<file path="config.mk">
export PLATFORM = sky130hd
export DESIGN_NAME = calc_sequencer
export DESIGN_NICKNAME = d
export VERILOG_FILES = /design/src/rtl/calc_sequencer.sv
export SDC_FILE = /design/constraint.sdc
export NUM_CORES = 1
export LEC_CHECK = 0
export ABC_AREA = 1
export CORE_MARGIN = 2
export CORE_UTILIZATION = 55
export DETAILED_ROUTE_END_ITERATION = 7
export PLACE_DENSITY_LB_ADDON = 0.3
export SLEW_MARGIN = 20
export SYNTH_ARGS = -nofsm -noshare
export SYNTH_HDL_FRONTEND = slang
export SYNTH_SLANG_ARGS = --single-unit
export TNS_END_PERCENT = 5
</file>
<file path="constraint.sdc">
create_clock -name clk_i -period 14.8 [get_ports clk_i]
set_input_delay 4.44 -clock clk_i [delete_from_list [all_inputs] [get_ports clk_i]]
set_output_delay 4.44 -clock clk_i [all_outputs]
set_load 0.005 [all_outputs]
</file>
<file path="src/rtl/calc_sequencer.sv">
`default_nettype none
// calc_sequencer: keypad-driven calculator sequencer. Builds signed fixed-point operands
// from key codes and issues one operation at a time to an external start/done ALU.
module calc_sequencer #(
  parameter int WIDTH          = 64,
  parameter int FRAC_DIGITS    = 2,
  parameter int MAX_INT_DIGITS = 9
) (
  input  logic             clk_i,
  input  logic             rst_i,
  input  logic [3:0]       button_i,
  input  logic             is_pressed_i,
  output logic [WIDTH-1:0] operand_a_o,
  output logic [WIDTH-1:0] operand_b_o,
  output logic [1:0]       alu_op_o,
  output logic             alu_start_o,
  input  logic             alu_done_i,
  input  logic [WIDTH-1:0] alu_result_i,
  input  logic             alu_error_i,
  output logic [WIDTH-1:0] display_value_o,
  output logic             display_error_o,
  output logic [2:0]       state_o
);

  localparam logic [2:0] S_IDLE   = 3'd0;
  localparam logic [2:0] S_OPA    = 3'd1;
  localparam logic [2:0] S_OP     = 3'd2;
  localparam logic [2:0] S_OPB    = 3'd3;
  localparam logic [2:0] S_EXEC   = 3'd4;
  localparam logic [2:0] S_RESULT = 3'd5;
  localparam logic [2:0] S_ERROR  = 3'd6;

  localparam logic [1:0] OP_ADD = 2'd0;
  localparam logic [1:0] OP_SUB = 2'd1;
  localparam logic [1:0] OP_MUL = 2'd2;
  localparam logic [1:0] OP_DIV = 2'd3;

  function automatic logic [127:0] pow10_wide(input int n);
    logic [127:0] p;
    p = 128'd1;
    for (int i = 0; i < n; i++) p = p * 128'd10;
    return p;
  endfunction

  localparam logic [WIDTH-1:0] TEN   = WIDTH'(10);
  localparam logic [WIDTH-1:0] SCALE = WIDTH'(pow10_wide(FRAC_DIGITS));

  // Largest entry is 10^(MAX_INT_DIGITS+FRAC_DIGITS)-1 and must stay positive as a signed value.
  localparam logic [127:0] ENTRY_LIMIT = pow10_wide(MAX_INT_DIGITS + FRAC_DIGITS);
  localparam logic [127:0] SIGNED_MAX  = 128'd1 << (WIDTH - 1);

  generate
    if (ENTRY_LIMIT > SIGNED_MAX) begin : g_width_check
      $error("calc_sequencer: WIDTH too small for MAX_INT_DIGITS + FRAC_DIGITS");
    end
  endgenerate

  function automatic logic [WIDTH-1:0] frac_weight(input logic [7:0] k);
    logic [WIDTH-1:0] w;
    w = {{(WIDTH-1){1'b0}}, 1'b1};
    for (int i = 0; i < FRAC_DIGITS; i++)
      if (i + 1 + int'(k) < FRAC_DIGITS) w = w * TEN;
    return w;
  endfunction

  logic [2:0]       state_q, state_d;
  logic [WIDTH-1:0] operand_a_q, operand_a_d;
  logic [WIDTH-1:0] operand_b_q, operand_b_d;
  logic [1:0]       alu_op_q, alu_op_d;
  logic [1:0]       chain_op_q, chain_op_d;
  logic             chain_q, chain_d;
  logic             issue_q, issue_d;
  logic             shift_q, shift_d;
  logic             pressed_q;
  logic [WIDTH-1:0] mag_q, mag_d;
  logic             neg_q, neg_d;
  logic             dec_q, dec_d;
  logic [7:0]       int_cnt_q, int_cnt_d;
  logic [7:0]       frac_cnt_q, frac_cnt_d;

  logic             key_evt;
  logic             is_digit, is_op, is_equal, is_clear, is_toggle, is_neg, is_dec;
  logic [1:0]       key_op;

  assign key_evt = is_pressed_i & ~pressed_q;

  always_comb begin
    is_digit  = 1'b0;
    is_op     = 1'b0;
    is_equal  = 1'b0;
    is_clear  = 1'b0;
    is_toggle = 1'b0;
    is_neg    = 1'b0;
    is_dec    = 1'b0;
    key_op    = OP_ADD;
    if (key_evt) begin
      case (button_i)
        4'hA: begin
          is_op  = 1'b1;
          key_op = shift_q ? OP_DIV : OP_ADD;
        end
        4'hB: begin
          if (shift_q) is_dec = 1'b1;
          else begin
            is_op  = 1'b1;
            key_op = OP_SUB;
          end
        end
        4'hC: begin
          if (shift_q) is_neg = 1'b1;
          else begin
            is_op  = 1'b1;
            key_op = OP_MUL;
          end
        end
        4'hD:    is_toggle = 1'b1;
        4'hE:    is_equal  = 1'b1;
        4'hF:    is_clear  = 1'b1;
        default: is_digit  = 1'b1;
      endcase
    end
  end

  // Entry editing is applied either to the live operand or to a fresh empty one.
  logic             fresh;
  logic [WIDTH-1:0] base_mag, nxt_mag, digit_ext, entry_val;
  logic             base_neg, base_dec, nxt_neg, nxt_dec;
  logic [7:0]       base_int, base_frac, nxt_int, nxt_frac;

  assign fresh     = (state_q == S_IDLE) || (state_q == S_OP) || (state_q == S_RESULT);
  assign digit_ext = {{(WIDTH-4){1'b0}}, button_i};
  assign entry_val = neg_q ? -mag_q : mag_q;

  always_comb begin
    base_mag  = fresh ? '0    : mag_q;
    base_neg  = fresh ? 1'b0  : neg_q;
    base_dec  = fresh ? 1'b0  : dec_q;
    base_int  = fresh ? 8'd0  : int_cnt_q;
    base_frac = fresh ? 8'd0  : frac_cnt_q;
    nxt_mag   = base_mag;
    nxt_neg   = base_neg;
    nxt_dec   = base_dec;
    nxt_int   = base_int;
    nxt_frac  = base_frac;
    if (is_digit) begin
      if (!base_dec) begin
        if (base_int < 8'(MAX_INT_DIGITS)) begin
          nxt_mag = base_mag * TEN + digit_ext * SCALE;
          nxt_int = base_int + 8'd1;
        end
      end else if (base_frac < 8'(FRAC_DIGITS)) begin
        nxt_mag  = base_mag + digit_ext * frac_weight(base_frac);
        nxt_frac = base_frac + 8'd1;
      end
    end else if (is_neg) begin
      nxt_neg = ~base_neg;
    end else if (is_dec) begin
      nxt_dec = 1'b1;
    end
  end

  logic entry_key, load_entry, div_zero;
  assign entry_key = is_digit | is_neg | is_dec;
  assign div_zero  = (alu_op_q == OP_DIV) && (operand_b_q == '0);

  always_comb begin
    state_d     = state_q;
    operand_a_d = operand_a_q;
    operand_b_d = operand_b_q;
    alu_op_d    = alu_op_q;
    chain_d     = chain_q;
    chain_op_d  = chain_op_q;
    issue_d     = 1'b0;
    shift_d     = shift_q;
    mag_d       = mag_q;
    neg_d       = neg_q;
    dec_d       = dec_q;
    int_cnt_d   = int_cnt_q;
    frac_cnt_d  = frac_cnt_q;
    load_entry  = 1'b0;

    if (is_toggle)    shift_d = ~shift_q;
    else if (key_evt) shift_d = 1'b0;

    if (is_clear) begin
      state_d     = S_IDLE;
      operand_a_d = '0;
      operand_b_d = '0;
      alu_op_d    = OP_ADD;
      chain_d     = 1'b0;
      chain_op_d  = OP_ADD;
      mag_d       = '0;
      neg_d       = 1'b0;
      dec_d       = 1'b0;
      int_cnt_d   = 8'd0;
      frac_cnt_d  = 8'd0;
    end else begin
      case (state_q)
        S_IDLE: if (entry_key) begin
          load_entry = 1'b1;
          state_d    = S_OPA;
        end
        S_OPA: begin
          if (is_op) begin
            operand_a_d = entry_val;
            alu_op_d    = key_op;
            state_d     = S_OP;
          end else if (entry_key) load_entry = 1'b1;
        end
        S_OP: begin
          if (is_op) alu_op_d = key_op;
          else if (entry_key) begin
            load_entry = 1'b1;
            state_d    = S_OPB;
          end
        end
        S_OPB: begin
          if (is_equal || is_op) begin
            operand_b_d = entry_val;
            chain_d     = is_op;
            chain_op_d  = key_op;
            issue_d     = 1'b1;
            state_d     = S_EXEC;
          end else if (entry_key) load_entry = 1'b1;
        end
        S_EXEC: begin
          // The request cycle never accepts a done, so a result always follows the pulse.
          if (issue_q) begin
            if (div_zero) state_d = S_ERROR;
          end else if (alu_done_i) begin
            if (alu_error_i) state_d = S_ERROR;
            else begin
              operand_a_d = alu_result_i;
              if (chain_q) begin
                alu_op_d = chain_op_q;
                state_d  = S_OP;
              end else begin
                state_d  = S_RESULT;
              end
            end
          end
        end
        S_RESULT: begin
          if (is_op) begin
            alu_op_d = key_op;
            state_d  = S_OP;
          end else if (is_digit) begin
            load_entry = 1'b1;
            state_d    = S_OPA;
          end
        end
        S_ERROR: ;
        default: state_d = S_IDLE;
      endcase
    end

    if (load_entry) begin
      mag_d      = nxt_mag;
      neg_d      = nxt_neg;
      dec_d      = nxt_dec;
      int_cnt_d  = nxt_int;
      frac_cnt_d = nxt_frac;
    end
  end

  always_ff @(posedge clk_i or posedge rst_i) begin
    if (rst_i) begin
      state_q     <= S_IDLE;
      operand_a_q <= '0;
      operand_b_q <= '0;
      alu_op_q    <= OP_ADD;
      chain_q     <= 1'b0;
      chain_op_q  <= OP_ADD;
      issue_q     <= 1'b0;
      shift_q     <= 1'b0;
      pressed_q   <= 1'b0;
      mag_q       <= '0;
      neg_q       <= 1'b0;
      dec_q       <= 1'b0;
      int_cnt_q   <= 8'd0;
      frac_cnt_q  <= 8'd0;
    end else begin
      state_q     <= state_d;
      operand_a_q <= operand_a_d;
      operand_b_q <= operand_b_d;
      alu_op_q    <= alu_op_d;
      chain_q     <= chain_d;
      chain_op_q  <= chain_op_d;
      issue_q     <= issue_d;
      shift_q     <= shift_d;
      pressed_q   <= is_pressed_i;
      mag_q       <= mag_d;
      neg_q       <= neg_d;
      dec_q       <= dec_d;
      int_cnt_q   <= int_cnt_d;
      frac_cnt_q  <= frac_cnt_d;
    end
  end

  always_comb begin
    case (state_q)
      S_OPA, S_OPB:             display_value_o = entry_val;
      S_OP, S_EXEC, S_RESULT:   display_value_o = operand_a_q;
      default:                  display_value_o = '0;
    endcase
  end

  assign operand_a_o     = operand_a_q;
  assign operand_b_o     = operand_b_q;
  assign alu_op_o        = alu_op_q;
  assign alu_start_o     = (state_q == S_EXEC) && issue_q && !div_zero;
  assign display_error_o = (state_q == S_ERROR);
  assign state_o         = state_q;

endmodule
`default_nettype wire
</file>
==> reports/qor.yml <==
avgSynthCellArea_um2: 6.09
synthArstFlopShare_pct: 100
regToRegStartpoint: "state_o[2]"
hold_violations: 0
p_per_area_nw_per_um2: 180
hold_buffers: 0
finalWeightedCongestion: 1.01
cts-resized-gates: 0
totalWireLength_mm: 97.0
post_cts_buffers: 0
core_area_um2: 46500
cp.arrival_ns: 9.51
finalSetupViolations: 0
synth_cell_types: 65
track_usage_pct: 38.9
route.met2.wl_mm: 42.1
wl_met3_mm: 10.6
synth_area_um2: 25800
fin_setup_tns_ns: 0
antenna_found_initial: 1
fmax_mhz: 110
nNetsFinal: 4693
status: "finished clean"
fin_ws_ns: 5.70
highest_layer: "met4"
drive_gt1_share_pct: 5.33
cts_made_buffers: 24
ys_warn_count: 0
cpMaxStageDelayCell: "clkdlybuf4s50_1"
cp.required_ns: 15.21
r2r_cells: 36
drc_errors: 0
cts_max_path_buffers: 3
cts-htree-levels: 1
cp_common_cell: "nand2_1"
path_clk_slew_ns: 0.07
syn_nets: 4497
die_y_um: 221
mostFrequentLayoutCells: "nand2_1, inv_1, nor2_1"
synth_top_family_by_area: "simple AND/OR/NAND/NOR gates"
crit_path_max_fanout: 7
rsz0062_at_grt: "false"
tritoncts: "yes"
synth_compound_area_share_pct: 16.6
holdPathStages: 2
synth_simple_gate_area_share_pct: 35.3
via_per_inst: 5.84
fp.dieW_um: 221
die-area_um2: 48700
vdd_drop_max_uv: 145
max_cap_viol_count: 0
synth-xor-area-share_pct: 4.11
rrSetupSlack_ns: 7.61
drt_pass1_iterations: 7
hp-class: "reg2reg"
p_leak_uw: 0.0146
hold_ws_ns: 0.489
ant_nets: 0
muxShareOfSynthArea_pct: 0
relSlewSlack_pct: 24.5
overflow: 0
area_delta_synth_final_pct: 15.4
synth_fa_ha_area_share_pct: 9.56
clock_latency_ns: 0.54
initial_core_util_pct: 55.6
drtIter0Drc: 3247
crit_type: "in2reg"
synth-seq-area-share_pct: 21.4
crit_chain: "clkdlybuf4s50_1, nand2_1, fa_1, fa_1, fa_1, inv_1, ha_1, nand3_1, nand2_1, a21oi_1, o21ai_1, a21boi_0, o21ai_1, nand3_2, inv_2, nand3_1, nor2_2, nand2_1, nor2_2, nand2_1, o21ai_0, nand2_1, nand3_1, o21ai_1"
grt_max_degree: 109
n_fill_cell: 4433
hpwl_mm: 76.0
via_count: 29600
tightest_slew_ns: 1.13
io-pin-count: 272
ys_ff_latch: 221
portBuffers: 271
cpPeakStageDelay_ns: 0.64
min_from: "mag_q[63]"
cts-root-buf: "clkbuf_16"
post-place-ws_ns: 5.19
routedWlPerCell_um: 19.2
syn_inst: 4237
num_rows: 79
worst_setup_path_start_kind: "input port"
reg2reg_to: "mag_q[44]"
m1WireLength_mm: 39.2
slew_violations: 0
synth_edf_count: 0
end_kind: "flip-flop"
finalClockSkew_ns: 0.0102
layout_min_cycle_time_ns: 9.10
ys.flop_type: "dfrtp_1"
cts_sinks: 221
post-route-period-util_pct: 61.5
grt_pass1_wl_mm: 149
holdPathEnd: "mag_q[63]"
final_common_cell: "nand2_1"
grt_pass1_vias: 27400
[worst max-delay path by stage]
stage	startpoint	endpoint	cells after the start
6_report	button_i[2]	mag_q[44]	24
5_1_grt	button_i[2]	mag_q[48]	22
4_1_cts	button_i[2]	mag_q[44]	24
3_5_place_dp	button_i[2]	mag_q[44]	24
3_3_place_gp	button_i[2]	mag_q[44]	24
2_1_floorplan	rst_i	alu_op_o[0]	1
[final cells by class]
type	count	area, um^2	area share, %
Tap cell	607	759	2.55
Sequential cell	221	5530	18.6
Inverter	763	2870	9.64
Clock inverter	9	95.1	0.319
Clock buffer	33	696	2.34
Multi-Input combinational cell	3129	16900	56.9
Timing Repair Buffer	294	2890	9.69
Antenna cell	1	2.50	0.00840
[power by group]
part | switching [uW] | internal, uW
Clock | 258 | 362
Sequential | 252 | 836
Combinational | 2320 | 1340
[worst max-delay path: cells and delay by family]
kind                       cells  cell delay (ns)
adders and majority gates      4             1.89
buffers and inverters          3             0.82
and+or+nand+nor               11             1.33
AOI/OAI and AO/OA              6             1.02
[sequential cells by signal (all words and copies together), names as in the netlist, 2 cells and up]
name / count
alu_op_o: 2
state_o: 3
operand_a_o: 64
frac_cnt_q: 8
chain_op_q: 2
mag_q: 64
operand_b_o: 64
int_cnt_q: 8
[cell families (layout without fill, tap and decap cells)]
logic type / after synthesis / in the layout
buffers and inverters: 887 / 1099
and+or+nand+nor: 2069 / 2069
adders and majority gates: 187 / 187
DFF: 221 / 221
AOI/OAI and AO/OA: 753 / 753
xor gates and xnor gates: 118 / 118
other: 2 / 3
[Yosys cell counts, drive strengths merged, types with 7 or more instances]
library cell	number	area (um^2)
nand4	67	419
a22oi	33	248
nand3b	13	110
o2111ai	10	87.6
nor3	72	417
o21ai	291	1460
o21a	11	82.6
fa	17	340
o22ai	83	519
ha	170	2130
o21bai	7	52.6
o221ai	7	61.3
clkbuf	102	383
nor4	44	297
nand3	245	1330
a32o	10	100
or2	7	43.8
o211ai	24	180
buf	22	114
inv	757	2840
xor2	103	928
nor2	469	2040
dfrtp	221	5530
nand2	1140	4370
a21oi	244	1230
xnor2	15	131
[layer usage]
layer	track usage [%]	up-vias
met2	62.1	1673
met5	0	-
li1	-	14100
met4	18.6	0
met3	6.60	270
met1	51.2	13500
[through the flow]
| step | std cells | utilization, % | total power, uW | instance area [um^2] |
|---|---|---|---|---|
| 2_1_floorplan | 4237 | - | 3220 | 25800 |
| 3_3_place_gp | 5014 | 62.4 | 4550 | 29000 |
| 3_5_place_dp | 5014 | 62.4 | 4610 | 29000 |
| 4_1_cts | 5056 | 64.1 | 5240 | 29800 |
| 5_1_grt | 5057 | 64.1 | 5730 | 29800 |
| 6_report | 5057 | 64.1 | 5360 | 29800 |
Note: power is estimated with default switching activity, not from simulation.
